--- config.mk ---
export PLATFORM = sky130hd
export DESIGN_NAME = fcsr_csr_unit
export DESIGN_NICKNAME = d
export VERILOG_FILES = /design/src/rtl/fcsr_pkg.sv /design/src/rtl/fcsr_rm_resolve.sv /design/src/rtl/fcsr_csr_unit.sv
export SDC_FILE = /design/constraint.sdc
export NUM_CORES = 1
export LEC_CHECK = 0
export CORE_MARGIN = 2
export CORE_UTILIZATION = 40
export DETAILED_ROUTE_END_ITERATION = 10
export DONT_BUFFER_PORTS = 1
export GPL_ROUTABILITY_DRIVEN = 0
export MAX_ROUTING_LAYER = met4
export SETUP_SLACK_MARGIN = 0.02
export SYNTH_ARGS = -nofsm -noshare
export SYNTH_HDL_FRONTEND = slang
export SYNTH_SLANG_ARGS = --single-unit
--- constraint.sdc ---
create_clock -name clock -period 1.75 [get_ports clock]
set_input_delay 0.0875 -clock clock [delete_from_list [all_inputs] [get_ports clock]]
set_output_delay 0.0875 -clock clock [all_outputs]
set_load 0.03 [all_outputs]
--- src/rtl/fcsr_pkg.sv ---
// Shared constants and types for the floating-point CSR unit:
// CSR addresses, access opcodes, FSM states and rounding-mode codes.
package fcsr_pkg;

    localparam logic [11:0] CSR_FFLAGS = 12'h001;
    localparam logic [11:0] CSR_FRM    = 12'h002;
    localparam logic [11:0] CSR_FCSR   = 12'h003;

    typedef enum logic [1:0] {
        OP_ILL = 2'b00,
        OP_RW  = 2'b01,
        OP_RS  = 2'b10,
        OP_RC  = 2'b11
    } csr_op_e;

    typedef enum logic [1:0] {
        ST_IDLE = 2'd0,
        ST_EXEC = 2'd1,
        ST_RESP = 2'd2
    } state_e;

    typedef enum logic [2:0] {
        RM_RNE  = 3'b000,
        RM_RTZ  = 3'b001,
        RM_RDN  = 3'b010,
        RM_RUP  = 3'b011,
        RM_RMM  = 3'b100,
        RM_RSV5 = 3'b101,
        RM_RSV6 = 3'b110,
        RM_DYN  = 3'b111
    } rm_e;

    // Codes 101/110 are reserved; 111 is only meaningful as a dynamic selector.
    function automatic logic rm_reserved(input logic [2:0] rm);
        return (rm == RM_RSV5) || (rm == RM_RSV6) || (rm == RM_DYN);
    endfunction

endpackage

--- src/rtl/fcsr_rm_resolve.sv ---
// Resolves the effective rounding mode of an FPU instruction against the
// dynamic frm register and flags reserved results.
module fcsr_rm_resolve
    import fcsr_pkg::*;
(
    input  logic [2:0] frm,
    input  logic [2:0] fpu_rm,
    output logic [2:0] rm_resolved,
    output logic       rm_invalid
);

    always_comb begin
        rm_resolved = (fpu_rm == RM_DYN) ? frm : fpu_rm;
        rm_invalid  = rm_reserved(rm_resolved);
    end

endmodule

--- src/rtl/fcsr_csr_unit.sv ---
// Floating-point CSR unit: fflags/frm/fcsr read-modify-write access via a
// three-state handshake, plus sticky accumulation of retiring FPU flags.
module fcsr_csr_unit
    import fcsr_pkg::*;
#(
    parameter logic [11:0] FFLAGS_ADDR = CSR_FFLAGS,
    parameter logic [11:0] FRM_ADDR    = CSR_FRM,
    parameter logic [11:0] FCSR_ADDR   = CSR_FCSR
)(
    input  logic        clock,
    input  logic        reset,
    input  logic        csr_req,
    input  logic [1:0]  csr_op,
    input  logic [11:0] csr_addr,
    input  logic [31:0] csr_wdata,
    output logic        csr_ack,
    output logic [31:0] csr_rdata,
    output logic        csr_illegal,
    input  logic        fpu_valid,
    input  logic [4:0]  fpu_flags,
    input  logic [2:0]  fpu_rm,
    output logic [2:0]  rm_resolved,
    output logic        rm_invalid,
    output logic [2:0]  frm,
    output logic [4:0]  fflags
);

    state_e      state;
    csr_op_e     op_q;
    logic [11:0] addr_q;
    logic [31:0] wdata_q;

    logic       sel_fflags;
    logic       sel_frm;
    logic       sel_fcsr;
    logic       illegal;
    logic       wr_en;
    logic [7:0] old_val;
    logic [7:0] new_val;
    logic [4:0] acc_flags;

    fcsr_rm_resolve u_rm_resolve (
        .frm         (frm),
        .fpu_rm      (fpu_rm),
        .rm_resolved (rm_resolved),
        .rm_invalid  (rm_invalid)
    );

    always_comb begin
        sel_fflags = (addr_q == FFLAGS_ADDR);
        sel_frm    = (addr_q == FRM_ADDR);
        sel_fcsr   = (addr_q == FCSR_ADDR);
        illegal    = (op_q == OP_ILL) || !(sel_fflags || sel_frm || sel_fcsr);

        old_val = '0;
        if (sel_fflags)
            old_val = {3'b000, fflags};
        else if (sel_frm)
            old_val = {5'b00000, frm};
        else if (sel_fcsr)
            old_val = {frm, fflags};

        // Only the low byte can ever reach a field; zero-test uses the full operand.
        unique case (op_q)
            OP_RW:   new_val = wdata_q[7:0];
            OP_RS:   new_val = old_val | wdata_q[7:0];
            OP_RC:   new_val = old_val & ~wdata_q[7:0];
            default: new_val = old_val;
        endcase

        wr_en     = !illegal && ((op_q == OP_RW) || (wdata_q != '0));
        acc_flags = fpu_valid ? fpu_flags : '0;
    end

    always_ff @(posedge clock) begin
        if (reset) begin
            state       <= ST_IDLE;
            op_q        <= OP_ILL;
            addr_q      <= '0;
            wdata_q     <= '0;
            frm         <= '0;
            fflags      <= '0;
            csr_ack     <= 1'b0;
            csr_rdata   <= '0;
            csr_illegal <= 1'b0;
        end else begin
            csr_ack     <= 1'b0;
            csr_rdata   <= '0;
            csr_illegal <= 1'b0;
            fflags      <= fflags | acc_flags;

            unique case (state)
                ST_IDLE: begin
                    if (csr_req) begin
                        op_q    <= csr_op_e'(csr_op);
                        addr_q  <= csr_addr;
                        wdata_q <= csr_wdata;
                        state   <= ST_EXEC;
                    end
                end
                ST_EXEC: begin
                    state       <= ST_RESP;
                    csr_ack     <= 1'b1;
                    csr_illegal <= illegal;
                    csr_rdata   <= illegal ? '0 : {24'b0, old_val};
                    // A colliding FPU retirement still contributes its flags.
                    if (wr_en) begin
                        if (sel_fflags)
                            fflags <= new_val[4:0] | acc_flags;
                        else if (sel_frm)
                            frm <= new_val[2:0];
                        else if (sel_fcsr) begin
                            frm    <= new_val[7:5];
                            fflags <= new_val[4:0] | acc_flags;
                        end
                    end
                end
                ST_RESP: state <= ST_IDLE;
                default: state <= ST_IDLE;
            endcase
        end
    end

endmodule

**Word level (Yosys, flattened, before mapping)**

Index checks and enable logic that the tools add are counted.

- Input bits: 58
- Logic and storage cells: 62
- Output and inout bits: 46
- Register bits: 90

- Reductions and logical operators: 17
- Bitwise logic cells: 7
- Multiplexer cells: 16
- Equal/unequal tests: 12

Operator list:

| cell | number |
|---|---|
| 32-bit nonzero test | 1 |
| 5-bit two-way mux | 6 |
| 12-bit by 2-bit equality test with 1-bit output (second input constant) | 2 |
| 8-bit two-way mux | 3 |
| 8-bit case mux with 3 select lines | 1 |
| 12-bit by 1-bit equality test with 1-bit output (second input constant) | 1 |
| 3-bit equality test (second input constant) | 4 |
| 5-bit bitwise OR | 2 |
| 3-bit two-way mux | 3 |
| 8-bit AND | 1 |
| 8-bit NOT | 1 |
| 8-bit bitwise OR | 1 |
| 1-bit logical OR | 6 |
| 2-bit by 1-bit equality test with 1-bit output (second input constant) | 2 |
| 2-bit equality test (second input constant) | 2 |
| 2-bit zero test | 2 |
| 2-bit case mux with 2 select lines | 1 |
| 4-bit AND reduction | 1 |
| 3-bit OR reduction | 1 |
| 1-bit zero test | 2 |
| 2-bit two-way mux | 1 |
| 2-bit != test (second input constant) | 1 |
| 1-bit NOT | 2 |
| 2-bit AND reduction | 1 |
| other kinds (4) | 4 |

**Depth between registers and ports, before layout**

Gate-level depths: netlist (run 1).

- Depth in word-level cells: 12
- Depth in mapped cells: 6
- Depth with buffers taken out: 5

**By module**

From an unflattened synthesis (run 1), not the netlist that was laid out.

- Cell total of the unflattened synthesis: 385
- Area total of the unflattened synthesis: 3004.1 µm²

By module, submodules not included:

| module | sequential area each (µm²) | cells each | times used | area each (µm²) |
|---|---|---|---|---|
| fcsr_csr_unit | 1321.3 | 375 | 1 | 2951.6 |
| fcsr_rm_resolve | 0.0 | 10 | 1 | 52.6 |

**Least setup slack after synthesis (run 1)**

Ideal clock, no wire load.

- Path type: register -> register
- Start point: register wdata_q[1]
- End point: register fflags[4]
- Path buffers: 1
- Slack: 0.152 ns
- Stages on the path, launching flop included: 7
- Clock period less this slack: 1.598 ns
- Required time: 1.616 ns
- Data arrival time: 1.464 ns
- Cell sequence: dfxtp_1 > nor4_2 > nand4_1 > o311a_1 > buf_6 > a211oi_2 > a211oi_1

- Word-level cells in the longest chain between the ends: 5

Ends and longest elaborated chain:

| item | line | RTL |
|---|---|---|
| from (decl) | fcsr_csr_unit.sv:31 | `logic [31:0] wdata_q;` |
| from (signal assigned) | fcsr_csr_unit.sv:97 | `wdata_q <= csr_wdata;` |
| 32-bit nonzero test | fcsr_csr_unit.sv:71 | `wr_en = !illegal && ((op_q == OP_RW) \|\| (wdata_q != '0));` |
| 1-bit logical OR | fcsr_csr_unit.sv:71 |  |
| 1-bit logical AND | fcsr_csr_unit.sv:71 |  |
| 5-bit two-way mux | fcsr_csr_unit.sv:107 | `if (wr_en) begin` |
| 5-bit two-way mux | fcsr_csr_unit.sv:92 | `unique case (state)` |
| to (signal assigned) | fcsr_csr_unit.sv:90 | `fflags <= fflags \| acc_flags;` |
| to (signal assigned) | fcsr_csr_unit.sv:109 | `fflags <= new_val[4:0] \| acc_flags;` |
| to (signal assigned) | fcsr_csr_unit.sv:114 | `fflags <= new_val[4:0] \| acc_flags;` |
| to (decl) | fcsr_csr_unit.sv:25 | `output logic [4:0] fflags` |

No other way between the ends.
A chain may end at the register's enable or synchronous reset.

**Worst setup path in the final report (run 1)**

- Start point: register wdata_q[25]
- End point: register fflags[1]

Same word-level chain as after synthesis.

==> results of run 1 <==
cell families (layout without fill, tap and decap cells):
logic type	count (synthesis)	in the layout	share of synthesized area, %
flops	66	66	43.2
simple gates	179	179	27.8
buf+inv	47	104	9.00
compound gates	90	91	18.3
mux	3	3	0.982
other cells	1	24	0.123
xor+xnor	2	2	0.573
sequential cells by signal, indices dropped and copies added (netlist names):
register / count
wdata_q: 32
addr_q: 12
csr_rdata: 8
fflags: 5
frm: 3
op_q: 2
state: 2
csr_ack: 1
csr_illegal: 1
stage by stage:
| step | total power, mW | setup WS (ps) | instance area, µm² |
|---|---|---|---|
| after floorplan | 2.07 | 152 | 3140 |
| after global placement | 2.15 | -44.1 | 3250 |
| after detailed placement | 2.16 | -79.5 | 3250 |
| after CTS | 3.54 | 23.0 | 3990 |
| after global routing | 3.72 | -1.28 | 4100 |
| final | 3.55 | 68.8 | 4100 |
cell usage after synthesis, types with 2 or more instances:
cell                       number
sky130_fd_sc_hd__a211oi_1       9
sky130_fd_sc_hd__a211oi_2       3
sky130_fd_sc_hd__a21o_1         2
sky130_fd_sc_hd__a21oi_1       55
sky130_fd_sc_hd__a222oi_1       4
sky130_fd_sc_hd__a31oi_1        2
sky130_fd_sc_hd__and2_1         2
sky130_fd_sc_hd__and3_1        12
sky130_fd_sc_hd__and4_1         5
sky130_fd_sc_hd__buf_1          3
sky130_fd_sc_hd__buf_4         24
sky130_fd_sc_hd__clkbuf_1      17
sky130_fd_sc_hd__dfxtp_1       66
sky130_fd_sc_hd__mux2i_1        3
sky130_fd_sc_hd__nand2_1      110
sky130_fd_sc_hd__nand2b_1       3
sky130_fd_sc_hd__nand3_1        5
sky130_fd_sc_hd__nand3b_1       3
sky130_fd_sc_hd__nand4_1        9
sky130_fd_sc_hd__nor2_1         9
sky130_fd_sc_hd__nor2b_1        6
sky130_fd_sc_hd__nor3_2         2
sky130_fd_sc_hd__nor3b_1        2
sky130_fd_sc_hd__nor4_1         7
sky130_fd_sc_hd__o21a_1         4
sky130_fd_sc_hd__o21ai_0        3
sky130_fd_sc_hd__o21bai_1       5
worst max-delay path, cell delays in order (launching register included):
cell and delay [ps]:
sky130_fd_sc_hd__dfxtp_1 320, sky130_fd_sc_hd__nor4_2 270, sky130_fd_sc_hd__buf_4 150, sky130_fd_sc_hd__nand3_2 140, sky130_fd_sc_hd__o311a_4 450, sky130_fd_sc_hd__o21bai_2 190
sky130_fd_sc_hd__a31oi_4 40
cells in the final DEF (no fill, tap or decap), drive strengths merged, types with 4 or more instances in the layout:
master,Yosys,layout
and4,5,5
nor4,8,8
a222oi,4,4
a21oi,55,55
o21a,4,4
nand2,110,110
nor2b,6,6
clkbuf,17,11
buf,29,38
dlygate4sd3,0,49
o21bai,5,5
nand3,5,5
nand4,9,9
dfxtp,66,66
a211oi,12,12
nor2,9,9
and3,12,12
conb,1,24
worst paths after layout:
kind / from / to / cells past startpoint
worst max-delay path: wdata_q[25]$_SDFFE_PP0P_ / fflags[1]$_SDFF_PP0_ / 6
worst min-delay path: fpu_flags[4] / fflags[4]$_SDFF_PP0_ / 2
worst max register to register: wdata_q[25]$_SDFFE_PP0P_ / fflags[1]$_SDFF_PP0_ / 6
worst min register to register: wdata_q[9]$_SDFFE_PP0P_ / wdata_q[9]$_SDFFE_PP0P_ / 2
what timing repair did:
action	4_1_cts	5_1_grt
pin swaps	2	10
hold buffers	50	0
hold endpoints to repair	57	0
gates cloned	1	0
buffers inserted	1	2
gates resized for setup	4	20
setup endpoints to repair	5	14
final cells by class:
cell class              instances  area, µm²
clock inverters                 5       55.1
fillers                       668       3230
well taps                      99        124
inverters                       1       3.75
flip-flops and latches         66       1320
repair buffers                 87        796
multi-input cells             299       1670
clock buffers                  11        131
layer usage:
layer | wire, µm | up-vias | global-route usage [%]
met5 | 0 | - | -
met4 | 55 | 0 | 5.68
met3 | 564 | 5 | 6.89
met2 | 4100 | 99 | 32.4
met1 | 3430 | 1350 | 24.2
li1 | - | 1460 | -
power groups by stage:
stage | combinational, mW | sequential [mW] | clock, mW
3_3_place_gp | 0.482 | 1.67 | 0
2_1_floorplan | 0.391 | 1.68 | 0
4_1_cts | 0.623 | 1.64 | 1.28
3_5_place_dp | 0.490 | 1.67 | 0
5_1_grt | 0.728 | 1.66 | 1.34
6_report | 0.666 | 1.65 | 1.24
==> results, run 1 <==
- The die area is 8360 µm².
- The number of antenna violations at the first check in global routing is 0.
- From left edge to right edge, the die measures 91.4 µm.
- Sorting the synthesized cells by area gives the leading types as sky130_fd_sc_hd__dfxtp_1 43%, sky130_fd_sc_hd__nand2_1 14%, sky130_fd_sc_hd__a21oi_1 9.0%.
- The final number of max-transition violations is 0.
- The clock share of power is 34.8%.
- Dividing the detail-routed wire length by the instance count gives 14.4 µm.
- Across all hold checks on the routed design, the worst slack comes to -6.51 ps.
- Entering global routing, the biggest net connects 58 pins.
- STA classifies the critical path startpoint as a flop.
- For this run, the detailed router's first-pass iteration total came to 4.
- The number of DRC violations after detailed-routing iteration 0 is 111.
- Of the post-synthesis cell area, the dominant cell type holds 43.2%.
- The synthesized netlist occupies a cell area of 3060 µm².
- The tool flagged a number of max-cap violations equal to 0.
- Measured on the finished design, the core utilization comes to 56.0%.
- The synthesized design contains 0 enable-type register cells.
- Clock skew on the completed layout was measured at 9.21 ps.
- The worst-path maximum fanout is 4.
- The number of antenna diodes in the final layout is 0.
- For this design the static power due to leakage is 1.69 nW.
- In this run the remaining antenna-violating nets after routing total 0.
- In this run the number of H-tree levels came out at 3.
- The part of the power in combinational logic is 18.8%.
- The async set-or-reset flop fraction in the synthesized netlist is 0%.
- The count of final setup violators is 0.
- The cell total after placement is 498.
- Global routing used 20.2% of the available tracks across all layers.
- The later pin in the worst-skew pair is clocked with a latency of 340 ps.
- The minimum period implied by the final worst setup slack is 1680 ps.
- Sequential cells account for 46.4% of the total power.
- Dividing total power by cell area gives a power density of 865 nW/µm².
- Summed over all nets, the half-perimeter wirelength after detailed placement is 5.33 mm.
- STA classifies the critical path endpoint as a flop.
- The clock-pin slew on the worst setup and hold paths is 70 ps.
- The cell type with the highest aggregate area in the netlist is sky130_fd_sc_hd__dfxtp_1.
- The peak supply drop is 622 µV.
- The final count of hold timing violations was 1.
- The sum of overflow across all layers after global routing is 0.
- By startpoint and endpoint, the worst setup path is classified as flop to flop.
- Setup repair after global routing could not meet its margin everywhere.
- The floorplan step set the die height to 91.4 µm.
- The overall via count from detail_route is 2914.
- The total negative setup slack is 0 ps.
- The area growth from synthesis to layout is 34.2%.
- The required time reported for the critical path endpoint is 1970 ps.
- Dividing the synthesized area by the synthesized cell count gives 7.88 µm².
- The core region is 7330 µm².
- The global-route wire length before repair is 13.2 mm.
- The worst setup slack for register-to-register paths is 70 ps.
- After synthesis the netlist holds a flip-flop and latch count of 66.
- The switching power is 1.03 mW.
- The number of global-route vias before repair is 2794.
- For this design, the sink count on the clock tree is 66.
- The most used flip-flop cell after synthesis is sky130_fd_sc_hd__dfxtp_1.
- The overall routed net length is 8.16 mm.
- Data on the critical path arrives at its endpoint at 1900 ps.
- After synthesis, flip-flops and latches occupy 43.2% of the total area.
- In the final layout, the share of cells above drive strength 1 is 16.2%.
- The starting density of the core is 41.7%.
- The fmax is 595 MHz.
- The final reports fail on negative hold slack.
- The switching power as a share of total power is 29.1%.
- In the routed design, unresolved DRC markers number 0.
- The number of placed I/O pins is 104.
- The count of cells in the finished layout, fillers not included, comes to 568.
- The final critical path takes up 96.1% of the cycle.
- Port buffering added 0 buffers.
- After floorplanning, the core was divided into 31 placement rows.
- The clock tree from TritonCTS is built.
- The worst min-delay path class is input port to flop.
- The flow ran to the end, but the final reports show violations.
- The TritonCTS buffer count is 9.
- Counting distinct cell types in the post-synthesis netlist gives 40.
- The cell sitting at the root of the clock tree is a sky130_fd_sc_hd__clkbuf_8.
- Counting along the longest clock path gives a buffer depth of 2.
- Cell internal power was estimated by the tool at 2.52 mW.
- The via density per instance is 5.13.
- The synthesized instance count is 388.
- The count of warnings emitted by yosys is 0.
- The net count of the finished layout is 522.
(Power assumes the default switching activity.)
==> inputs of run 2 (changes only) <==
==> constraint.sdc (replaced) <==
create_clock -name clock -period 1.75 [get_ports clock]
set_input_delay 0.4375 -clock clock [delete_from_list [all_inputs] [get_ports clock]]
set_output_delay 0.4375 -clock clock [all_outputs]
set_load 0.03 [all_outputs]
==> run 2 against run 1 <==
Compared with the run above: the run now ends clean; non-clock buffer count shrank 50; setup slack worse by 56 ps; global-route usage down 1.8 points; utilization down 5.8 points; register-to-register slack lost 60 ps; power increased by 3.0%; design area down 10%; die area stayed put; via count is 6.5% lower; first-iteration DRC count rose by 20%; routed wire length down 5.3%; clock power increased by 16%; critical path type unchanged; largest cell class unchanged.
==> results, run 2 (same netlist as run 1, synthesis figures left out) <==
- The flow ran to the end, and the final reports show no timing, DRC or antenna violations.
- In this run the worst setup path begins at wdata_q[2]$_SDFFE_PP0P_.
- In the final layout, the registers with the most flip-flops are wdata_q x32, addr_q x12, csr_rdata x8.
- The post-route netlist has 19.8% of its cells at a drive strength greater than 1.
- In this run the count of I/O pins placed on the die edge is 104.
- The floorplan step defined a die boundary enclosing 8360 µm².
- For this run the aggregate overflow at the end of global routing stands at 0.
- The critical path start-end classification is flop to flop.
- The final count of hold timing violations is 0.
- Ranked by flip-flop count, first place goes to wdata_q.
- For this design the static power due to leakage is 1.51 nW.
- The maximum number of pins on one net before global-route repair is 59.
- The core area is 7330 µm².
- The count of buffers inserted at the top-level ports is 0.
- In this design, the stage delay of the slowest critical-path cell is 450 ps.
- The chip height is 91.4 µm.
- Summed over all layers, the routed wires come to 7.73 mm.
- In this run the critical register-to-register path is launched from wdata_q[2]$_SDFFE_PP0P_.
- TritonCTS built the clock tree.
- Along the worst path, the maximum fanout reaches 5.
- The library cells used most frequently in the layout, excluding fill and tap cells, are 110 x sky130_fd_sc_hd__nand2_1, 60 x sky130_fd_sc_hd__dfxtp_1, 53 x sky130_fd_sc_hd__a21oi_1, 34 x sky130_fd_sc_hd__buf_4, 24 x sky130_fd_sc_hd__conb_1.
- CTS saw 66 sinks.
- The worst min-delay path class is input port to flop.
- The number of antenna violations at the first check in global routing is 0.
- The clock-pin slew on the worst setup and hold paths is 70 ps.
- The horizontal die dimension is 91.4 µm.
- Setup repair after global routing could not meet its margin everywhere.
- For this design the ratio of total power to cell area is 993 nW/µm².
- The residual DRC count is 0.
- The total negative setup slack is 0 ps.
- Across every metal layer, demand over resource in global routing totals 18.4%.
- Power comes to 3.66 mW.
- Counting the fill cells in the layout gives 722.
- The number of DRC violations after detailed-routing iteration 0 is 133.
- The global-route wire length before repair is 12.0 mm.
- Across the VDD grid, the largest voltage drop is 510 µV.
- The critical path arrival is 2000 ps.
- The final critical path takes up 99.3% of the cycle.
- The cell chosen for the clock root is sky130_fd_sc_hd__clkbuf_8.
- Timing would allow up to 576 MHz.
- The average wire per standard cell is 14.9 µm.
- The clock passes through at most 2 buffers.
- On the critical path, the stage with the largest delay is an instance of sky130_fd_sc_hd__o311a_4.
- Relative to the synthesized area, the layout overhead comes to 20.4%.
- The placed wire-length estimate after detailed placement is 5.38 mm.
- Setup violations remaining at the end of the flow were counted as 0.
- In this run the number of H-tree levels came out at 3.
- After the last flow step, the layout net total stands at 472.
- The endpoint class of the critical path is a flop.
- The number of flip-flops under the largest register name is 32.
- The TritonCTS buffer count is 9.
- The number of max-capacitance violations reported is 0.
- The library cell used most frequently in the layout, excluding fill and tap cells, is sky130_fd_sc_hd__nand2_1.
- Data on the critical path is required at its endpoint by 2010 ps.
- In the routed layout, each cell is associated on average with a via count of 5.26.
- The clock arrives with 8.80 ps of skew.
- The number of nets with antenna violations after routing is 0.
- The number of global-route vias before repair is 2517.
- The total inserted antenna cells is 0.
- The final number of max-transition violations is 0.
- The overall via count from detail_route is 2726.
- Traced cell by cell, the critical path runs through nor4_4 > nand3_2 > o311a_4 > buf_6 > a31oi_1.
- The worst setup slack for register-to-register paths is 10 ps.
- The starting density of the core is 41.7%.
- STA classifies the critical path startpoint as a flop.
- The post-cts hold buffer count is 0.
- The worst hold path begins at reset.
- The first-pass detailed-route iteration total is 4.
- For the worst-skew pair, the clock arrives at the later sink with an insertion delay of 340 ps.
- In this run the core area contains 31 standard-cell rows.
- The minimum period implied by the final worst setup slack is 1740 ps.
[run 2: changes by cell type in the layout (fill, tap and decap cells not counted), moves of 2 or more]
cell / change
sky130_fd_sc_hd__clkbuf_1: -2
sky130_fd_sc_hd__clkinv_4: +2
sky130_fd_sc_hd__dfxtp_1: -4
sky130_fd_sc_hd__dfxtp_2: +4
sky130_fd_sc_hd__dlygate4sd3_1: -49
sky130_fd_sc_hd__nor4_2: -2
sky130_fd_sc_hd__nor4_4: +3
[run 2: area by class of cell]
cell class,instances,area [µm²],share of cell area (%)
clock inverter,6,90.1,2.45
inverter,1,3.75,0.102
sequential,66,1330,36.1
timing repair buffer,37,298,8.09
clock buffer,10,138,3.74
tap,99,124,3.37
multi-input combinational,299,1700,46.2
[run 2: critical path, delay by kind of cell, from the launching register on]
kind / cells / cell delay [ps]
DFF: 1 / 350
and+or+nand+nor: 2 / 560
buffers and inverters: 1 / 140
AOI/OAI and AO/OA: 2 / 620
[run 2: path summary, 6_finish.rpt]
path / depth (start not counted) / endpoint
hold reg to reg: 2 / wdata_q[23]$_SDFFE_PP0P_
hold / removal: 1 / fflags[3]$_SDFF_PP0_
setup / recovery: 5 / fflags[0]$_SDFF_PP0_
setup reg to reg: 5 / fflags[0]$_SDFF_PP0_
[run 2: timing repair]
action,4_1_cts,5_1_grt
pin swaps,1,18
setup buffers,0,1
endpoints found under the setup margin,7,14
cloned,0,1
resized for setup,2,30
[run 2: routing by layer]
metal / GRT usage [%] / part of all wire [%] / vias up
li1: - / - / 1362
met1: 23.4 / 44 / 1256
met2: 28.2 / 48 / 98
met3: 5.56 / 7.0 / 10
met4: 5.30 / 1.2 / 0
met5: - / 0 / -
[run 2: report_power, final]
part,switching [mW],total (mW),internal (mW)
Combinational,0.335,0.548,0.213
Clock,0.602,1.44,0.843
Sequential,0.0818,1.66,1.58
Total,1.02,3.66,2.64
[run 2: stage by stage]
step           setup slack, ps  cells  hold slack (ps)  instance area, µm²  util, %
6_report                  12.6    518              164                3680     50.2
5_1_grt                  -39.6    518              137                3680     50.2
4_1_cts                  -17.5    516              149                3510     47.9
3_5_place_dp              -117    500              442                3280     44.7
3_3_place_gp             -33.4    500              438                3280     44.7
2_1_floorplan             29.3    411              436                3140        -
